<file path="src/rtl/pipeline_hazard_ctrl_pkg.sv">
// rtl/pipeline_hazard_ctrl_pkg.sv - shared pipeline encodings and control-bundle layout
// Used by pipeline_hazard_ctrl (optional stall counter macro: HAZARD_STALL_COUNT_EN).
package pipeline_hazard_ctrl_pkg;

   typedef enum logic [1:0] {
      RUN    = 2'd0,
      DRAIN  = 2'd1,
      HALTED = 2'd2
   } state_t;

   localparam int REG_IDX_W = 5;

   // Control-bundle bit positions, shared with the stage registers
   localparam int CB_PC_WRITE    = 0;
   localparam int CB_IFID_WRITE  = 1;
   localparam int CB_IFID_FLUSH  = 2;
   localparam int CB_IDEX_WRITE  = 3;
   localparam int CB_IDEX_FLUSH  = 4;
   localparam int CB_EXMEM_WRITE = 5;
   localparam int CB_MEMWB_FLUSH = 6;
   localparam int CB_WIDTH       = 7;

   typedef logic [CB_WIDTH-1:0] ctrl_t;

   function automatic ctrl_t ctrl_bundle(
      input logic pc_write,
      input logic ifid_write,
      input logic ifid_flush,
      input logic idex_write,
      input logic idex_flush,
      input logic exmem_write,
      input logic memwb_flush
   );
      ctrl_t c;
      c                 = '0;
      c[CB_PC_WRITE]    = pc_write;
      c[CB_IFID_WRITE]  = ifid_write;
      c[CB_IFID_FLUSH]  = ifid_flush;
      c[CB_IDEX_WRITE]  = idex_write;
      c[CB_IDEX_FLUSH]  = idex_flush;
      c[CB_EXMEM_WRITE] = exmem_write;
      c[CB_MEMWB_FLUSH] = memwb_flush;
      return c;
   endfunction

   localparam ctrl_t CTRL_ADVANCE = ctrl_bundle(1'b1, 1'b1, 1'b0, 1'b1, 1'b0, 1'b1, 1'b0);
   localparam ctrl_t CTRL_RESET   = ctrl_bundle(1'b0, 1'b0, 1'b1, 1'b0, 1'b1, 1'b0, 1'b1);
   localparam ctrl_t CTRL_WAIT    = ctrl_bundle(1'b0, 1'b0, 1'b0, 1'b0, 1'b0, 1'b0, 1'b1);
   localparam ctrl_t CTRL_BRANCH  = ctrl_bundle(1'b1, 1'b1, 1'b1, 1'b1, 1'b1, 1'b1, 1'b0);
   // Hold PC and IF/ID, inject a bubble into EX; shared by load-use and drain
   localparam ctrl_t CTRL_HOLD_ID = ctrl_bundle(1'b0, 1'b0, 1'b0, 1'b1, 1'b1, 1'b1, 1'b0);
   localparam ctrl_t CTRL_FROZEN  = '0;

endpackage

</file>
<file path="src/rtl/pipeline_hazard_ctrl_hazard_detect_lu.sv">
// rtl/pipeline_hazard_ctrl_hazard_detect_lu.sv - load-use hazard compare between ID and EX
// Purely combinational; sequencing lives in pipeline_hazard_ctrl.
module hazard_detect_lu
   import pipeline_hazard_ctrl_pkg::*;
(
   input  logic [REG_IDX_W-1:0] ID_Rs,
   input  logic [REG_IDX_W-1:0] ID_Rt,
   input  logic                 ID_UsesRt,
   input  logic                 EX_MemRead,
   input  logic [REG_IDX_W-1:0] EX_RegDest,
   output logic                 Load_Use
);

   // r0 is hard-wired zero, so a load into it never creates a dependency
   assign Load_Use = EX_MemRead && (EX_RegDest != '0) &&
                     ((EX_RegDest == ID_Rs) || (ID_UsesRt && (EX_RegDest == ID_Rt)));

endmodule

</file>
<file path="src/rtl/pipeline_hazard_ctrl.sv">
// rtl/pipeline_hazard_ctrl.sv - stall/flush sequencer with halt/drain/resume and memory timeout
// Optional stall-cycle counter enabled by macro HAZARD_STALL_COUNT_EN.
module pipeline_hazard_ctrl
   import pipeline_hazard_ctrl_pkg::*;
#(
   parameter int DRAIN_CYCLES = 3,
   parameter int MEM_TIMEOUT  = 255
)(
   input  logic                 Clock,
   input  logic                 Reset,
   input  logic [REG_IDX_W-1:0] ID_Rs,
   input  logic [REG_IDX_W-1:0] ID_Rt,
   input  logic                 ID_UsesRt,
   input  logic                 EX_MemRead,
   input  logic [REG_IDX_W-1:0] EX_RegDest,
   input  logic                 MEM_MemRead,
   input  logic                 MEM_MemWrite,
   input  logic                 DMem_Ready,
   input  logic                 BranchTaken_EX,
   input  logic                 Halt_Req,
   input  logic                 Resume,
`ifdef HAZARD_STALL_COUNT_EN
   input  logic                 Stall_Clear,
   output logic [31:0]          Stall_Cycles,
`endif
   output logic                 PC_Write,
   output logic                 IFID_Write,
   output logic                 IFID_Flush,
   output logic                 IDEX_Write,
   output logic                 IDEX_Flush,
   output logic                 EXMEM_Write,
   output logic                 MEMWB_Flush,
   output logic                 Halted,
   output logic                 Mem_Error
);

   localparam logic [2:0] DRAIN_INIT = 3'(DRAIN_CYCLES - 1);
   localparam logic [7:0] TIMEOUT_V  = 8'(MEM_TIMEOUT);

   state_t     state, state_next;
   logic [2:0] drain_cnt, drain_next;
   logic [7:0] wait_cnt, wait_next;
   logic       mem_wait, load_use, halted_c;
   ctrl_t      ctrl;

   hazard_detect_lu u_lu (
      .ID_Rs      (ID_Rs),
      .ID_Rt      (ID_Rt),
      .ID_UsesRt  (ID_UsesRt),
      .EX_MemRead (EX_MemRead),
      .EX_RegDest (EX_RegDest),
      .Load_Use   (load_use)
   );

   // A frozen, drained pipeline does not react to memory wait
   assign mem_wait = (MEM_MemRead || MEM_MemWrite) && !DMem_Ready && (state != HALTED);

   always_comb begin
      ctrl       = CTRL_ADVANCE;
      state_next = state;
      drain_next = drain_cnt;
      halted_c   = 1'b0;
      if (mem_wait)
         wait_next = (wait_cnt >= TIMEOUT_V) ? TIMEOUT_V : wait_cnt + 8'd1;
      else
         wait_next = 8'd0;

      if (Reset) begin
         ctrl = CTRL_RESET;
      end else begin
         case (state)
            RUN: begin
               if (mem_wait) begin
                  ctrl = CTRL_WAIT;
               end else if (BranchTaken_EX) begin
                  ctrl = CTRL_BRANCH;
               end else begin
                  if (load_use)
                     ctrl = CTRL_HOLD_ID;
                  if (Halt_Req) begin
                     state_next = DRAIN;
                     drain_next = DRAIN_INIT;
                  end
               end
            end
            DRAIN: begin
               if (mem_wait) begin
                  ctrl = CTRL_WAIT;
               end else begin
                  ctrl = BranchTaken_EX ? CTRL_BRANCH : CTRL_HOLD_ID;
                  if (drain_cnt == 3'd0)
                     state_next = HALTED;
                  else
                     drain_next = drain_cnt - 3'd1;
               end
            end
            HALTED: begin
               ctrl     = CTRL_FROZEN;
               halted_c = 1'b1;
               if (Resume)
                  state_next = RUN;
            end
            default: state_next = RUN;
         endcase
      end
   end

   always_ff @(posedge Clock) begin
      if (Reset) begin
         state     <= RUN;
         drain_cnt <= 3'd0;
         wait_cnt  <= 8'd0;
         Mem_Error <= 1'b0;
      end else begin
         state     <= state_next;
         drain_cnt <= drain_next;
         wait_cnt  <= wait_next;
         if (mem_wait && (wait_next == TIMEOUT_V))
            Mem_Error <= 1'b1;
      end
   end

`ifdef HAZARD_STALL_COUNT_EN
   always_ff @(posedge Clock) begin
      if (Reset || Stall_Clear)
         Stall_Cycles <= 32'd0;
      else if (!ctrl[CB_PC_WRITE] && (state != HALTED))
         Stall_Cycles <= Stall_Cycles + 32'd1;
   end
`endif

   assign PC_Write    = ctrl[CB_PC_WRITE];
   assign IFID_Write  = ctrl[CB_IFID_WRITE];
   assign IFID_Flush  = ctrl[CB_IFID_FLUSH];
   assign IDEX_Write  = ctrl[CB_IDEX_WRITE];
   assign IDEX_Flush  = ctrl[CB_IDEX_FLUSH];
   assign EXMEM_Write = ctrl[CB_EXMEM_WRITE];
   assign MEMWB_Flush = ctrl[CB_MEMWB_FLUSH];
   assign Halted      = halted_c;

endmodule

</file>
<file path="config.mk">
export PLATFORM = sky130hd
export DESIGN_NAME = pipeline_hazard_ctrl
export DESIGN_NICKNAME = d
export VERILOG_FILES = /design/src/rtl/pipeline_hazard_ctrl_pkg.sv /design/src/rtl/pipeline_hazard_ctrl_hazard_detect_lu.sv /design/src/rtl/pipeline_hazard_ctrl.sv
export SDC_FILE = /design/constraint.sdc
export NUM_CORES = 1
export LEC_CHECK = 0
export ABC_AREA = 1
export BUFFER_PORTS_ARGS = -buffer_cell sky130_fd_sc_hd__buf_2
export CORE_AREA = 2 2 66 53
export DETAILED_ROUTE_END_ITERATION = 8
export DIE_AREA = 0 0 68 55
export GPL_TIMING_DRIVEN = 0
export MAX_ROUTING_LAYER = met4
export SLEW_MARGIN = 10
export SYNTH_ARGS = -nofsm -noshare
export SYNTH_HDL_FRONTEND = slang
export SYNTH_SLANG_ARGS = --single-unit
</file>
<file path="constraint.sdc">
create_clock -name Clock -period 1.4 [get_ports Clock]
set_input_delay 0.07 -clock Clock [delete_from_list [all_inputs] [get_ports Clock]]
set_output_delay 0.07 -clock Clock [all_outputs]
set_load 0.02 [all_outputs]
</file>
* After elaboration in Yosys (flattened, before gate mapping)
Index checks and enable logic that the tools add are counted.
Word-level totals: bits of input ports 25, word-level logic and storage cells 59, register bits 14
Operators by class: add/subtract/negate cells 2, reduce and logical (&&, ||, !) cells 15, muxes and demuxes 24, $lt $le $gt $ge 1, equal/unequal tests 13
Operators by type and width (count):
- two-way mux 7 bit | 3
- one-hot mux 7 bit (3 select lines) | 1
- two-way mux 3 bit | 6
- two-way mux 8 bit | 2
- != test 2 bit, second input constant | 8
- two-way mux 2 bit | 6
- AND reduction 6 bit | 2
- equality test 5 bit | 2
- two-way mux 5 bit | 2
- adder 8 x 1 -> 8 bit, second input constant | 1
- equality test 8 bit, second input constant | 1
- greater-or-equal comparator 8 bit, second input constant | 1
- logical AND 1 bit | 6
- one-hot mux 2 bit (3 select lines) | 1
- one-hot mux 3 bit (2 select lines) | 1
- nonzero test 5 bit | 1
- logical NOT 3 bit | 1
- subtractor 3 x 1 -> 3 bit, second input constant | 1
- equality test 2 x 1 -> 1 bit, second input constant | 1
- equality test 2 bit, second input constant | 1
- logical NOT 2 bit | 1
- logical OR 1 bit | 2
- two-way mux 1 bit | 2
- nonzero test 2 bit | 1
- logical NOT 1 bit | 1

* Longest topological paths before layout
Gate-level depths: netlist (run 1).
depth after elaboration 9, mapped depth 10

* Cells and area by module
A second synthesis (run 1) with hierarchy kept.
Second synthesis, totals: cells, all modules 189, area, all modules 1107.3 um^2
By module, submodules not included:
- pipeline_hazard_ctrl | cells an instance 137, times used 1, area each 900.9 um^2
- hazard_detect_lu | cells an instance 52, times used 1, area each 206.4 um^2

* Least setup slack after synthesis (run 1)
OpenSTA, ideal clock, no wires.
path type register to output, from register state[1], to output PC_Write, arrival time 1312 ps, stages on the path, launching flop included 7, slack 18 ps, cells stage by stage dfxtp_1 inv_1 nand2_1 nor2_1 nand2_1 a21oi_1 buf_4
Between the ends: longest elaborated chain between the ends 5
Ends and longest elaborated chain:
- start, declared | line pipeline_hazard_ctrl.sv:40 | state_t state, state_next;
- start signal, assigned | line pipeline_hazard_ctrl.sv:115 | state <= state_next;
- != test 2 bit | line pipeline_hazard_ctrl.sv:56 | assign mem_wait = (MEM_MemRead || MEM_MemWrite) && !DMem_Ready && (state != HALTED);
- logical AND 1 bit | line pipeline_hazard_ctrl.sv:56
- two-way mux 7 bit, on equally long branches | line pipeline_hazard_ctrl.sv:87, pipeline_hazard_ctrl.sv:73
- one-hot mux 7 bit (3 select lines) (*) | line pipeline_hazard_ctrl.sv:71 | case (state)
- two-way mux 7 bit (*) | line pipeline_hazard_ctrl.sv:68 | if (Reset) begin
- end, declared | line pipeline_hazard_ctrl.sv:26 | output logic PC_Write,
Mark *: on every way between the ends. The rest lies on a longest branch, timed or not.

* Final worst setup path (run 1)
Ends and elaborated chain as after synthesis.

==> reports/metrics.yaml, run 1 <==
critical_path:
  crit_required_ns: 1.33
  r2r_slack_ns: 0.05
  cpLargestDelayFamily: "flip-flops"
  crit_top_cell: "buf_4"
  cp_max_fo: 5
  critical_path_buf_inv_count: 3
  slowest_delay_ns: 0.35
  arrival_ns: 1.31
  crit_type: "reg -> out"
  path_cells: "inv_4 > nand2_4 > nor2_1 > nand2_1 > a21oi_2 > buf_4 > buf_4"
  cp_slowest_cell: "dfxtp_2"
  endpoint_kind: "output pin"
  start_kind: "flip-flop"
global_route:
  grt_usage_pct: 16.3
  grt_max_degree: 9
  grt_antenna_before_repair: 0
  grt_pass1_vias: 1042
  grt_pass1_wl_mm: 4.50
  grt-ovfl-total: 0
route:
  vias: 1173
  first_iter_violations: 34
  wl_mm: 2.67
  wl_per_cell_um: 10.1
  vias_per_cell: 4.44
  dr.pass1.iters: 4
  drc: 0
  postRouteAntennaNets: 0
placed_design:
  placed_cell_area_um2: 1300
  dp_hpwl_mm: 2.09
  dp_slack_ns: -0.0520
  gp_congestion: 0.793
  port_buffers: 32
layout:
  layout_common_cells: "nand2_1, buf_2, inv_1"
  multiInputGateArea_um2: 729
  final_common_cell: "nand2_1"
  fillers: 332
  fin_nets: 253
  register_area_um2: 292
  final_area_um2: 1470
  area_delta_synth_final_pct: 34.7
  diodes: 0
  drive_above_1_share_pct: 34.4
timing:
  slew_headroom_pct: 72.7
  holdWs_ns: 0.182
  rsz0062_at_grt: "true"
  slew_viol_final: 0
  hold_viol_final: 0
  finalClockSkew_ns: 0.00220
  setup_violations: 0
  fmax_ghz: 0.723
  fin_crit_sh_pct: 98.8
  fin_ws_ns: 0.0172
  period_needed_ns: 1.38
  tightest_slew_ns: 0.410
floorplanning:
  rows: 18
  pin_count: 34
  die_w_um: 68
  die_area_um2: 3740
  core_region_area_um2: 3110
  initial_core_util_pct: 35.1
  die_height_um: 55
yosys:
  synth_top_area_share_pct: 25.7
  yosysWarnings: 0
  synth_area_um2: 1090
  syn_inst: 184
  synth_xor_area_share_pct: 2.41
  synth.avg_cell_area_um2: 5.93
  async_reset_ff_share_pct: 0
  synth_fa_ha_area_share_pct: 3.44
  post-synth-top-area-cell: "dfxtp_1"
  yosys-top-cells-area: "dfxtp_1, nand2_1, inv_1"
  synth_compound_area_share_pct: 11.2
  seq_area_frac_synth_pct: 25.7
  synth_edf_count: 0
  synthesis.nets: 212
  synth_mux_area_share_pct: 0
  ys_ff_latch: 14
  synth-simple-area-share_pct: 43.8
  synth_top_family_by_area: "simple AND/OR/NAND/NOR gates"
  synth.distinct_cells: 28
  ys.flop_type: "dfxtp_1"
cts:
  cts_buffers: 3
  insertion_delay_ns: 0.25
  cts-htree-levels: 1
  cts_root_buffer: "clkbuf_8"
  cts_buffer_depth: 2
  cts_sinks: 14
  clk_pin_slew_ns: 0.06
  cts_tree: "yes"
  hold_buffers: 0
power_and_ir_drop:
  power.density_nw_per_um2: 803
  fin_total_pwr_mw: 1.18
  peakVddDrop_uv: 335
  leakagePower_nw: 0.785
outcome:
  outcome: "finished clean"
worst_hold_path:
  hold_class: "in -> reg"
flow_run:
  max_cap_viol_count: 0
## registers in the layout, indices dropped and copies added (netlist names)
name,count
Mem_Error,1
drain_cnt,3
state,2
wait_cnt,8
## layout make-up
type	instances	area share (%)
repair buffers	36	13.1
flip-flops and latches	14	19.8
plain buffers	3	1.28
multi-input cells	133	49.6
inverters	34	9.02
clock buffers	4	3.74
well taps	40	3.40
## per-layer routing
layer | up-vias | share of wire (%) | track usage, %
met3 | 2 | 4.7 | 3.64
li1 | 644 | - | -
met5 | - | 0 | -
met1 | 502 | 54 | 23.1
met4 | 0 | 0.56 | 2.00
met2 | 25 | 41 | 24.4
## stage by stage
stage | setup TNS, ns | util (%) | instances
floorplan | 0 | - | 184
global placement | -0.0728 | 41.9 | 256
detailed placement | -0.0562 | 41.9 | 256
CTS | -0.0195 | 44.7 | 261
global route | -0.414 | 47.3 | 264
finish | 0 | 47.3 | 264
## cells in the mapped netlist (all sizes together), types with 2 or more instances
master	n
nor3	3
nand4	4
dfxtp	14
o21ai	6
inv	34
ha	3
nor2	28
a21oi	7
nand3	10
nand2	62
xor2	2
buf	2
## cells by family after synthesis
| family | after synthesis |
|---|---|
| xor gates and xnor gates | 3 |
| DFF | 14 |
| AOI/OAI and AO/OA | 18 |
| buffers and inverters | 37 |
| and+or+nand+nor | 109 |
| adders and majority gates | 3 |
## path summary, 6_finish.rpt
path                                   from                   endpoint  depth (start not counted)
setup / recovery      state[1]$_SDFFE_PP0P_                   PC_Write                          7
hold / removal                       Resume      state[1]$_SDFFE_PP0P_                          3
setup reg to reg  drain_cnt[0]$_SDFFE_PP0P_  drain_cnt[1]$_SDFFE_PP0P_                          9
hold reg to reg      Mem_Error$_SDFFE_PP0P_     Mem_Error$_SDFFE_PP0P_                          2
## where the power goes
part / switching, mW / internal (mW)
clock network: 0.158 / 0.249
logic: 0.197 / 0.136
registers: 0.0211 / 0.419
## repair_timing
item,CTS,global route
pin swaps,1,10
setup buffers,1,3
resized for setup,11,23
setup endpoints to repair,5,10
## tightest hold or removal path: stages
cell,delay [ns]
buf_2,0.08
nor2_1,0.05
o21a_1,0.19
No activity file was read; power rests on OpenSTA's default activity.
==> inputs of run 2 (changes only) <==
--- a/config.mk
+++ b/config.mk
@@ -7,12 +7,13 @@
 export LEC_CHECK = 0
 export ABC_AREA = 1
 export BUFFER_PORTS_ARGS = -buffer_cell sky130_fd_sc_hd__buf_2
-export CORE_AREA = 2 2 66 53
+export CORE_AREA = 2 2 67 53
 export DETAILED_ROUTE_END_ITERATION = 8
-export DIE_AREA = 0 0 68 55
+export DIE_AREA = 0 0 69 55
 export GPL_TIMING_DRIVEN = 0
 export MAX_ROUTING_LAYER = met4
 export SLEW_MARGIN = 10
 export SYNTH_ARGS = -nofsm -noshare
 export SYNTH_HDL_FRONTEND = slang
+export SYNTH_HIERARCHICAL = 1
 export SYNTH_SLANG_ARGS = --single-unit
==> reports/metrics.yaml, run 2 <==
worst_hold_path:
  hold_class: "in -> reg"
cts:
  cts_root_buffer: "clkbuf_8"
  cts_sinks: 14  # unchanged
  insertion_delay_ns: 0.26  # about the same
  clk_pin_slew_ns: 0.06  # about the same
  cts_buffers: 3  # unchanged
  cts_buffer_depth: 2  # unchanged
  cts_tree: "yes"
  cts-htree-levels: 1  # unchanged
layout:
  multiInputGateArea_um2: 741  # +1.5%
  reg_top3: "wait_cnt (8), drain_cnt (3), state (2)"
  largest_reg_flops: 8  # unchanged
  diodes: 0  # unchanged
  drive_above_1_share_pct: 35.4  # +1.0 points
  final_core_util_pct: 47.2  # -0.081 points
  register_area_um2: 299  # +2.6%
  final_area_um2: 1490  # +1.3%
  top_register: "wait_cnt"
  fillers: 347  # +4.5%
  fin_nets: 258  # +2.0%
  layout_common_cells: "nand2_1, buf_2, inv_1, nor2_1, nand3_1"
  area_delta_synth_final_pct: 34.5
  final_common_cell: "nand2_1"
timing:
  period_needed_ns: 1.43  # +0.0439 ns
  fin_ws_ns: -0.0267  # -0.0439 ns
  rsz0062_at_grt: "true"
  hold_viol_final: 0  # unchanged
  setup_violations: 2  # +2
  fin_crit_sh_pct: 102  # +3.1 points
  tightest_slew_ns: 0.260  # -0.150 ns
  slew_headroom_pct: 82.6  # +10 points
  slew_viol_final: 0  # unchanged
  finalClockSkew_ns: 0.00153  # -0.000671 ns
  fmax_ghz: 0.701  # -3.1%
critical_path:
  cp_slowest_cell: "dfxtp_4"
  crit_type: "reg -> reg"
  crit_required_ns: 1.60  # +0.27 ns
  start_kind: "flip-flop"
  crit_top_cell: "nand2_1"
  endpoint_kind: "flip-flop"
  critical_path_buf_inv_count: 1  # -2
  cp_max_fo: 6  # +1
  cpLargestDelayFamily: "simple AND/OR/NAND/NOR gates"
  slowest_delay_ns: 0.37  # +0.02 ns
  path_cells: "ha_4 > nand2_4 > nor2_4 > nand2_2 > buf_6 > nand3_2 > nand2_1 > nor2_1 > nand2_1 > a21oi_2"
  arrival_ns: 1.62  # +0.31 ns
global_route:
  grt_pass1_vias: 1084  # +4.0%
  grt_pass1_wl_mm: 4.46  # -0.76%
  grt_max_degree: 11  # +2
  grt_antenna_before_repair: 0  # unchanged
  grt-ovfl-total: 0  # unchanged
  grt_usage_pct: 15.3  # -1.0 points
floorplanning:
  pin_count: 34  # unchanged
  core_region_area_um2: 3150  # +1.4%
  rows: 18  # unchanged
  die_area_um2: 3800  # +1.5%
  initial_core_util_pct: 35.1  # about the same
  die_height_um: 55  # unchanged
  die_w_um: 69  # +1.5%
placed_design:
  dp_hpwl_mm: 2.04  # -2.3%
  placed_cell_area_um2: 1320  # +1.2%
  gp_congestion: 0.774  # -2.4%
  port_buffers: 32  # unchanged
yosys:
  syn_inst: 189  # +2.7%
  yosysWarnings: 6  # +6
  synth_edf_count: 0  # unchanged
  ys_ff_latch: 14  # unchanged
  synth.distinct_cells: 24  # -14%
  synth_top_cells_by_count: "nand2_1, nor2_1, inv_1, nand3_1, dfxtp_1"
  async_reset_ff_share_pct: 0  # unchanged
  yosys-top-cells-area: "dfxtp_1, nand2_1, nor2_1"
  seq_area_frac_synth_pct: 25.3  # -0.38 points
  synth.most_common_cell: "nand2_1"
  ys.flop_type: "dfxtp_1"
  synth.avg_cell_area_um2: 5.86  # -1.2%
  synth_area_um2: 1110  # +1.5%
  post-synth-top-area-cell: "dfxtp_1"
  synth_top_area_share_pct: 25.3  # -0.38 points
  synthesis.nets: 217  # +2.4%
power_and_ir_drop:
  netSwitchingPower_uw: 447  # +19%
  intPower_uw: 850  # +5.7%
  fin_total_pwr_mw: 1.30  # +9.8%
  swShare_pct: 34.5  # +2.6 points
  leakagePower_nw: 0.762  # -2.9%
  p_clk_share_pct: 31.9  # -2.6 points
  pwr-share-comb_pct: 31.9  # +3.7 points
  power.density_nw_per_um2: 871  # +8.4%
  p_seq_share_pct: 36.1  # -1.2 points
  peakVddDrop_uv: 360  # +7.4%
route:
  vias: 1268  # +8.1%
  wl_mm: 2.72  # +1.7%
  drc: 0  # unchanged
  vias_per_cell: 4.71  # +6.1%
  dr.pass1.iters: 4  # unchanged
  wl_per_cell_um: 10.1  # -0.21%
  first_iter_violations: 68  # +100%
  postRouteAntennaNets: 0  # unchanged
flow_run:
  max_cap_viol_count: 0  # unchanged
outcome:
  violations: "negative setup slack"
  outcome: "finished, violations left"
run 2: logic make-up (layout without fill, tap and decap cells):
| group | count (synthesis) | after routing | synth area share [%] |
|---|---|---|---|
| buffers and inverters | 35 | 75 | 13.9 |
| AOI/OAI and AO/OA | 24 | 24 | 13.1 |
| adders and majority gates | 3 | 3 | 3.39 |
| and+or+nand+nor | 112 | 112 | 43.5 |
| xor gates and xnor gates | 1 | 1 | 0.791 |
| DFF | 14 | 14 | 25.3 |
run 2: worst register-to-register path: cells and delay by family (launching register included):
| family | cells | cell delay, ns |
|---|---|---|
| compound gates | 1 | 0.12 |
| fa+ha+maj | 1 | 0.15 |
| buf+inv | 1 | 0.14 |
| flops | 1 | 0.37 |
| simple gates | 7 | 0.57 |
run 2: final timing paths:
kind / end / start / cells past startpoint / slack (ns)
worst max-delay path: Mem_Error$_SDFFE_PP0P_ / wait_cnt[1]$_SDFF_PP0_ / 10 / -0.03
worst min-delay path: Mem_Error$_SDFFE_PP0P_ / Reset / 2 / 0.003
worst max register to register: Mem_Error$_SDFFE_PP0P_ / wait_cnt[1]$_SDFF_PP0_ / 10 / -0.03
worst min register to register: Mem_Error$_SDFFE_PP0P_ / Mem_Error$_SDFFE_PP0P_ / 2 / 0.45
run 2: routing by layer:
metal  vias to the layer above  global-route usage, %  part of all wire, %
met1                       555                   19.7                   52
li1                        671                      -                    -
met5                         -                      -                    0
met4                         0                   5.88                 0.96
met2                        40                   23.9                   42
met3                         2                   3.62                  5.4
run 2: what timing repair did:
| action | in CTS | in global routing |
|---|---|---|
| cloned | 0 | 0 |
| pin swaps | 0 | 16 |
| gates resized for setup | 8 | 23 |
| hold buffers | 0 | 0 |
| buffers inserted | 1 | 3 |
| setup endpoints to repair | 3 | 9 |
run 2: area by class of cell:
type                       instances  share of cell area [%]
buffer                             4                    2.52
clock buffer                       4                    3.70
inverter                          31                    7.82
multi-input combinational        140                    49.7
sequential                        14                    20.1
tap                               40                    3.36
timing repair buffer              36                    12.8
run 2: power by group through the flow:
stage	clock (mW)	sequential (mW)	combinational, mW
floorplan	0	0.461	0.274
global placement	0	0.469	0.382
detailed placement	0	0.469	0.379
CTS	0.422	0.462	0.393
global route	0.435	0.474	0.467
finish	0.414	0.469	0.414
run 2: per-stage QoR:
step	setup slack, ns	hold WS, ns	TNS, ns	instances
after floorplan	0.00343	0.249	0	189
after global placement	-0.186	0.272	-0.186	261
after detailed placement	-0.200	0.272	-0.200	261
after CTS	-0.0359	0.00272	-0.0359	266
after global routing	-0.0838	0.0143	-0.177	269
final	-0.0267	0.00295	-0.0358	269
